File: src/rtl/ifetch_queue_if.sv
// Fetch-side bundle: redirect input, in-order instruction memory port and the
// decoded-side head-of-queue handshake.
interface ifetch_queue_if #(
    parameter int WORD      = 64,
    parameter int INSTR_LEN = 32
);
    logic                 pc_src;
    logic [WORD-1:0]      branch_target;
    logic                 imem_req;
    logic [WORD-1:0]      imem_addr;
    logic                 imem_rvalid;
    logic [INSTR_LEN-1:0] imem_rdata;
    logic                 instr_valid;
    logic                 instr_ready;
    logic [INSTR_LEN-1:0] instruction;
    logic [WORD-1:0]      cur_pc;

    modport master (
        output pc_src, branch_target, imem_rvalid, imem_rdata, instr_ready,
        input  imem_req, imem_addr, instr_valid, instruction, cur_pc
    );

    modport slave (
        input  pc_src, branch_target, imem_rvalid, imem_rdata, instr_ready,
        output imem_req, imem_addr, instr_valid, instruction, cur_pc
    );
endinterface

File: src/rtl/ifetch_queue.sv
// Instruction prefetch queue: issues sequential fetches under a credit limit,
// pairs in-order memory responses with their PCs, and flushes on redirect.
module ifetch_queue #(
    parameter int              WORD      = 64,
    parameter int              INSTR_LEN = 32,
    parameter int              DEPTH     = 4,
    parameter logic [WORD-1:0] RESET_PC  = '0
) (
    input logic           clk,
    input logic           reset,
    ifetch_queue_if.slave bus
);
    localparam int PW = $clog2(DEPTH);
    localparam int CW = PW + 1;
    localparam logic [CW:0]     CREDIT  = (CW + 1)'(DEPTH);
    localparam logic [WORD-1:0] PC_STEP = WORD'(4);

    typedef logic [PW-1:0] ptr_t;
    typedef logic [CW-1:0] cnt_t;

    logic [WORD-1:0]      fpc;
    logic [WORD-1:0]      rec_pc   [DEPTH];
    ptr_t                 rec_wr, rec_rd;
    cnt_t                 rec_cnt;
    logic [INSTR_LEN-1:0] q_instr  [DEPTH];
    logic [WORD-1:0]      q_pc     [DEPTH];
    ptr_t                 q_wr, q_rd;
    cnt_t                 q_cnt;
    cnt_t                 drop_cnt;

    cnt_t        in_flight;
    logic [CW:0] credit_used;
    logic        issue, arrive, drop, push, pop, head_valid;

    // Dropped responses still hold an in-flight slot until they arrive, so
    // the credit check counts them alongside recorded requests.
    always_comb begin
        in_flight   = rec_cnt + drop_cnt;
        credit_used = {1'b0, in_flight} + {1'b0, q_cnt};
        issue       = reset && !bus.pc_src && (credit_used < CREDIT);
        arrive      = bus.imem_rvalid && (in_flight != '0);
        drop        = arrive && (drop_cnt != '0);
        push        = arrive && !drop && !bus.pc_src;
        head_valid  = (q_cnt != '0);
        pop         = head_valid && !bus.pc_src && bus.instr_ready;
    end

    assign bus.imem_req    = issue;
    assign bus.imem_addr   = fpc;
    assign bus.instr_valid = head_valid && !bus.pc_src;
    assign bus.instruction = head_valid ? q_instr[q_rd] : '0;
    assign bus.cur_pc      = head_valid ? q_pc[q_rd]    : '0;

    always_ff @(posedge clk or negedge reset) begin
        if (!reset) begin
            fpc      <= RESET_PC;
            rec_wr   <= '0;
            rec_rd   <= '0;
            rec_cnt  <= '0;
            q_wr     <= '0;
            q_rd     <= '0;
            q_cnt    <= '0;
            drop_cnt <= '0;
        end else if (bus.pc_src) begin
            // A response landing this cycle is discarded here, so only the
            // remaining in-flight requests are owed to the drop counter.
            fpc      <= {bus.branch_target[WORD-1:2], 2'b00};
            rec_wr   <= '0;
            rec_rd   <= '0;
            rec_cnt  <= '0;
            q_wr     <= '0;
            q_rd     <= '0;
            q_cnt    <= '0;
            drop_cnt <= in_flight - cnt_t'(arrive);
        end else begin
            if (issue) fpc <= fpc + PC_STEP;
            rec_wr   <= rec_wr + ptr_t'(issue);
            rec_rd   <= rec_rd + ptr_t'(push);
            rec_cnt  <= rec_cnt + cnt_t'(issue) - cnt_t'(push);
            q_wr     <= q_wr + ptr_t'(push);
            q_rd     <= q_rd + ptr_t'(pop);
            q_cnt    <= q_cnt + cnt_t'(push) - cnt_t'(pop);
            drop_cnt <= drop_cnt - cnt_t'(drop);
        end
    end

    // NOTE: storage arrays carry no reset; the counters alone define which
    // entries are live, and outputs are masked to zero while the queue is empty.
    always_ff @(posedge clk) begin
        if (issue) rec_pc[rec_wr] <= fpc;
        if (push) begin
            q_instr[q_wr] <= bus.imem_rdata;
            q_pc[q_wr]    <= rec_pc[rec_rd];
        end
    end
endmodule
File: src/flat_wrapper.sv
// flat-port wrapper written by rule: the top's interface ports become plain ports
module ifetch_queue_flat 
#(
    parameter int              WORD      = 64,
    parameter int              INSTR_LEN = 32,
    parameter int              DEPTH     = 4,
    parameter logic [WORD-1:0] RESET_PC  = '0
)
  (clk, reset, bus_pc_src, bus_branch_target, bus_imem_rvalid, bus_imem_rdata, bus_instr_ready, bus_imem_req, bus_imem_addr, bus_instr_valid, bus_instruction, bus_cur_pc);
  ifetch_queue_if #(.WORD(WORD), .INSTR_LEN(INSTR_LEN)) bus_i ();
  input logic clk;
  input logic reset;
  input wire logic [$bits(bus_i.pc_src)-1:0] bus_pc_src;
  input wire logic [$bits(bus_i.branch_target)-1:0] bus_branch_target;
  input wire logic [$bits(bus_i.imem_rvalid)-1:0] bus_imem_rvalid;
  input wire logic [$bits(bus_i.imem_rdata)-1:0] bus_imem_rdata;
  input wire logic [$bits(bus_i.instr_ready)-1:0] bus_instr_ready;
  output wire logic [$bits(bus_i.imem_req)-1:0] bus_imem_req;
  output wire logic [$bits(bus_i.imem_addr)-1:0] bus_imem_addr;
  output wire logic [$bits(bus_i.instr_valid)-1:0] bus_instr_valid;
  output wire logic [$bits(bus_i.instruction)-1:0] bus_instruction;
  output wire logic [$bits(bus_i.cur_pc)-1:0] bus_cur_pc;
  assign bus_i.pc_src = bus_pc_src;
  assign bus_i.branch_target = bus_branch_target;
  assign bus_i.imem_rvalid = bus_imem_rvalid;
  assign bus_i.imem_rdata = bus_imem_rdata;
  assign bus_i.instr_ready = bus_instr_ready;
  assign bus_imem_req = bus_i.imem_req;
  assign bus_imem_addr = bus_i.imem_addr;
  assign bus_instr_valid = bus_i.instr_valid;
  assign bus_instruction = bus_i.instruction;
  assign bus_cur_pc = bus_i.cur_pc;
  ifetch_queue #(.WORD(WORD), .INSTR_LEN(INSTR_LEN), .DEPTH(DEPTH), .RESET_PC(RESET_PC)) u_core (.clk(clk), .reset(reset), .bus(bus_i));
endmodule
File: config.mk
export PLATFORM = sky130hd
export DESIGN_NAME = ifetch_queue_flat
export DESIGN_NICKNAME = d
export VERILOG_FILES = /design/src/rtl/ifetch_queue_if.sv /design/src/rtl/ifetch_queue.sv /design/src/flat_wrapper.sv
export SDC_FILE = /design/constraint.sdc
export NUM_CORES = 1
export LEC_CHECK = 0
export BUFFER_PORTS_ARGS = -buffer_cell sky130_fd_sc_hd__buf_2
export CORE_MARGIN = 5
export CORE_UTILIZATION = 40
export DETAILED_ROUTE_END_ITERATION = 10
export HOLD_SLACK_MARGIN = 0.12
export SLEW_MARGIN = 20
export SYNTH_ARGS = -nofsm -noshare
export SYNTH_HDL_FRONTEND = slang
export SYNTH_SLANG_ARGS = --single-unit
File: constraint.sdc
create_clock -name clk -period 10.1 [get_ports clk]
set_input_delay 1.515 -clock clk [delete_from_list [all_inputs] [get_ports clk]]
set_output_delay 1.515 -clock clk [all_outputs]
set_load 0.03 [all_outputs]
==> results of run 1 <==
cell families after synthesis:
| kind of cell | Yosys count |
|---|---|
| compound gates | 136 |
| xor+xnor | 13 |
| fa+ha+maj | 19 |
| buf+inv | 100 |
| flops | 703 |
| mux | 162 |
| other cells | 1 |
| simple gates | 368 |
final cells by class:
type	count	share of cell area
clock inverters	45	0.0113
flip-flops and latches	703	0.633
clock buffers	93	0.0600
inverters	17	0.00195
multi-input cells	702	0.212
repair buffers	283	0.0460
well taps	940	0.0359
diodes	3	0.000229
final timing paths:
kind | depth (start not counted) | slack (ns) | end
setup / recovery | 10 | 4.14 | bus_imem_req
hold / removal | 0 | 0.63 | u_core.rec_pc[2][63]
setup reg to reg | 11 | 4.90 | u_core.rec_pc[2][44]
hold reg to reg | 0 | 0.63 | u_core.rec_pc[2][63]
max in group asynchronous | 2 | 8.01 | u_core.q_rd[0]
min in group asynchronous | 1 | 0.77 | u_core.bus.imem_addr[52]
flip-flops by register name, summed over array words and instances (netlist names), 3 cells and up:
register	count
u_core.bus.imem_addr	62
u_core.drop_cnt	3
u_core.q_cnt	3
u_core.q_instr	128
u_core.q_pc	248
u_core.rec_cnt	3
u_core.rec_pc	248
cell usage after synthesis, drive strengths merged, types with 19 or more instances:
| cell | count | share of area |
|---|---|---|
| mux4 | 156 | 0.13 |
| o21ai | 39 | 0.0070 |
| clkbuf | 56 | 0.0075 |
| nand3 | 33 | 0.0059 |
| nand4 | 19 | 0.0042 |
| buf | 27 | 0.0043 |
| nand2 | 87 | 0.012 |
| dfrtp | 79 | 0.071 |
| a21oi | 19 | 0.0034 |
| nor2b | 109 | 0.024 |
| nor2 | 33 | 0.0044 |
| edfxtp | 624 | 0.67 |
through the flow:
| stage | utilization | worst slack [ns] | instances | hold WS (ns) |
|---|---|---|---|---|
| floorplan | - | 0.255 | 1505 | 0.554 |
| finish | 0.470 | 4.14 | 2786 | 0.628 |
| detailed placement | 0.437 | 4.58 | 2645 | 0.601 |
| CTS | 0.470 | 4.12 | 2783 | 0.636 |
| global placement | 0.436 | 4.59 | 2644 | 0.582 |
| global route | 0.470 | 3.92 | 2783 | 0.660 |
power by group through the flow:
stage | combinational, mW | clock (mW) | sequential [mW]
floorplan | 1.01 | 0 | 3.90
global placement | 1.65 | 0 | 3.86
detailed placement | 1.68 | 0 | 3.88
CTS | 1.69 | 2.69 | 3.83
global route | 1.78 | 2.80 | 3.86
finish | 1.64 | 2.62 | 3.82
worst max-delay path: stages (launching register included):
cell     delay [ns]
dfrtp_1        0.39
ha_1           0.21
fa_1           0.38
xnor2_1        0.15
xnor2_1        0.28
ha_1           0.29
or4b_1         0.49
a311o_2        0.37
inv_1          0.57
buf_4          0.44
buf_2          0.27
layer usage:
metal / vias up / GRT usage / part of all wire
li1: 6623 / - / -
met3: 101 / 0.0348 / 0.060
met2: 498 / 0.297 / 0.49
met1: 7882 / 0.252 / 0.43
met5: - / 0 / 0
met4: 0 / 0.0435 / 0.022
==> flow_summary.ini, run 1 <==
[sta]
grt_setup_unrepaired = no
fin_tns_setup_ns = 0
fmax_mhz = 168
drv_slew = 0
finalCritPeriodShare = 0.590
worst_pin_slew_ns = 0.978
slew_headroom = 0.348
min_period_ns = 5.96
setup_viol = 0
fin_skew_ns = 0.0224
hold_viol = 0

[yosys]
ys.flop_type = edfxtp_1
yosysWarnings = 0
synth.mux.area_fraction = 0.128
yosysSeqAreaShare = 0.740
synth_xor_area_frac = 0.00407
syn_area_per_cell_um2 = 18.6
synth_compound_area_frac = 0.0334
ys_ff_latch = 703
synthArstFlopShare = 0.112
ys_types = 54
synthAdderAreaFrac = 0.00930
synth_top_family_by_area = multiplexers
yosys.area_share.simple = 0.0713
synth_edf_count = 624
synth_cells = 1502
syn_area_mm2 = 0.0280

[setup_path]
worstPathMaxFanout = 25
endpoint_kind = output pin
critPathKind = flop to output pin
cp-start-kind = flop
worstPathRequired_ns = 8.59
cp.arrival_ns = 4.44
r2r_start = u_core.drop_cnt[0]
startpoint = u_core.drop_cnt[0]

[pwr]
clkPwrFrac = 0.324
pwr-share-comb = 0.203
internal_power_mw = 5.59
vdd_drop_max_v = 0.000174
p_total_mw = 8.08
pwr-share-seq = 0.473
p_switching_mw = 2.49
swShare = 0.308
powerDensity_mw_per_mm2 = 247
leakagePower_nw = 11.1

[drt]
drtPass1Iterations = 5
drc = 0
detail-route-antenna-nets = 0
wl_per_cell_um = 24.5
routed_via_density = 5.42
drt_iter0_drc = 1277
wirelength_mm = 68.3
vias = 15100

[floorplanning]
fp.dieH_um = 275
core_mm2 = 0.0697
num_io_pins = 263
die_width_um = 275
start_util = 0.402
rows = 97
dieArea_mm2 = 0.0754

[cells_and_area]
layout_commonest_cell = edfxtp_1
fin_nets = 1902
multiInputGateArea_mm2 = 0.00695
finalInstanceArea_mm2 = 0.0328
fill_cells = 5971
seqCellArea_mm2 = 0.0207
drive_gt1_frac = 0.307
area_growth_syn_to_layout_pct = 17.1
final_cell_mix = edfxtp_1 (624), buf_2 (254), mux4_2 (156)

[placed_design]
hpwl_mm = 42.2
port_buffers = 256
place_area_mm2 = 0.0304
place.gp.congestion = 0.815

[clock_tree]
worstSkewPairLatency_ns = 0.60
clockBufferDepth = 3
postCtsSetupBuffers = 0
cts.sinks = 703
cts_root_buf = clkbuf_16
htreeDepth = 3
cts-buffers-inserted = 75
ctsHoldBuffers = 0
clkTransAtPathRegs_ns = 0.06
cts_tree = built
post_cts_resized = 0

[global_routing]
antenna_found_initial = 4
grt.total_usage = 0.181
grt_max_degree = 68
grt_pass1_wl_mm = 102
grt_pass1_vias = 15600
grt_overflow = 0

[hold_path]
hp-class = flop to flop
min_from = u_core.bus.imem_addr[63]

[run_status]
status = completed

[run]
drv_cap = 0
Power figures use the tool's default switching activity.
==> run 2, diff against run 1 <==
==> constraint.sdc (replaced) <==
create_clock -name clk -period 6 [get_ports clk]
set_input_delay 0.9 -clock clk [delete_from_list [all_inputs] [get_ports clk]]
set_output_delay 0.9 -clock clk [all_outputs]
set_load 0.03 [all_outputs]
==> run 2 against run 1 <==
- clock power grew 65%
- flip-flop and latch count unchanged
- non-clock buffer count increased by 3
- count of clock-buffer cells in the layout decreased by 1
- worst hold slack worse by 0.32 ns
- critical path depth is 1 lower
==> flow_summary.ini, run 2 (synthesis results as in run 1) <==
[setup_path]
worstPathMaxFanout = 8
critPathKind = flop to output pin
cp.arrival_ns = 3.76
cp-start-kind = flop
endpoint_kind = output pin
worstPathRequired_ns = 5.10

[floorplanning]
rows = 97
fp.dieH_um = 275
die_width_um = 275
dieArea_mm2 = 0.0754
num_io_pins = 263
start_util = 0.402
core_mm2 = 0.0697

[drt]
wirelength_mm = 69.1
wl_per_cell_um = 24.8
drt_iter0_drc = 1416
routed_via_density = 5.48
drc = 0
drtPass1Iterations = 5
vias = 15200
detail-route-antenna-nets = 0

[sta]
slew_headroom = 0.265
drv_slew = 0
fin_tns_setup_ns = 0
setup_viol = 0
finalCritPeriodShare = 0.777
setup_ws_ns = 1.34
hold_viol = 0
fin_skew_ns = 0.0250
holdWs_ns = 0.304
fmax_mhz = 215
min_period_ns = 4.66
worst_pin_slew_ns = 1.10
grt_setup_unrepaired = no

[clock_tree]
post_cts_resized = 0
ctsHoldBuffers = 0
clkTransAtPathRegs_ns = 0.06
postCtsSetupBuffers = 0
cts-buffers-inserted = 74
clockBufferDepth = 3
cts.sinks = 703
cts_tree = built
cts_root_buf = clkbuf_16
htreeDepth = 3
worstSkewPairLatency_ns = 0.60

[global_routing]
grt_overflow = 0
grt_pass1_vias = 15800
antenna_found_initial = 2
grt_max_degree = 71
grt.total_usage = 0.182
grt_pass1_wl_mm = 103

[cells_and_area]
drive_gt1_frac = 0.304
reg_top3 = u_core.q_pc x248, u_core.rec_pc x248, u_core.q_instr x128
final_cell_mix = edfxtp_1 (624), buf_2 (254), mux4_2 (156)
fin_nets = 1904
final_core_util = 0.471
finalInstanceArea_mm2 = 0.0328
layout_commonest_cell = edfxtp_1
layoutNonFillerInstCount = 2782
area_growth_syn_to_layout_pct = 17.1
fill_cells = 5996

[pwr]
vdd_drop_max_v = 0.000175
p_total_mw = 13.6
powerDensity_mw_per_mm2 = 413
leakagePower_nw = 11.1

[placed_design]
port_buffers = 256
placed_cells = 2648
place.gp.congestion = 0.796
place_area_mm2 = 0.0305
hpwl_mm = 42.3
post-place-ws_ns = 1.61

[run]
drv_cap = 0

[hold_path]
hp-class = input pin to asynchronous set/reset pin

[run_status]
status = completed
run 2: cell types whose count changed in the layout (fill, tap and decap cells not counted), sizes merged:
cell / change
diode: -1
clkinv: -1
buf: +3
clkinvlp: -2
inv: -2
clkbuf: -1
run 2: report_power, final:
part	leakage (nW)	switching [mW]	internal [mW]	total, mW
clock	1.12	1.81	2.52	4.33
combinational	3.34	1.85	0.914	2.77
sequential	6.60	0.498	5.96	6.46
run 2: area by class of cell:
class	instances	area, µm²	share of cell area
sequential	703	20700	0.632
multi-input combinational	702	6970	0.213
clock buffer	92	1950	0.0595
timing repair buffer	286	1570	0.0480
tap	940	1180	0.0359
clock inverter	40	319	0.00973
inverter	17	63.8	0.00195
antenna	2	5.00	0.000153
run 2: routing by layer:
layer	track usage	part of all wire
met1	0.255	0.43
met2	0.302	0.49
met3	0.0316	0.062
met4	0.0443	0.016
met5	0	0
run 2: critical path, stage by stage (launching register included):
cell and delay, ns:
dfrtp_1 0.39, ha_1 0.21, fa_1 0.37, xnor2_1 0.15
xnor2_1 0.30, ha_1 0.30, or4b_1 0.50, a311o_2 0.38
inv_1 0.25, buf_2 0.30
run 2: final timing paths:
check	cells after the start	endpoint	startpoint	slack, ns
max	9	bus_imem_req	u_core.drop_cnt[0]	1.34
min	1	u_core.bus.imem_addr[47]	reset	0.30
max reg2reg	12	u_core.bus.imem_addr[30]	u_core.drop_cnt[0]	1.51
min reg2reg	2	u_core.rec_cnt[0]	u_core.rec_cnt[0]	0.64
max in group asynchronous	2	u_core.q_rd[0]	reset	4.62
min in group clk	1	u_core.q_instr[0][31]	bus_imem_rdata[31]	0.51
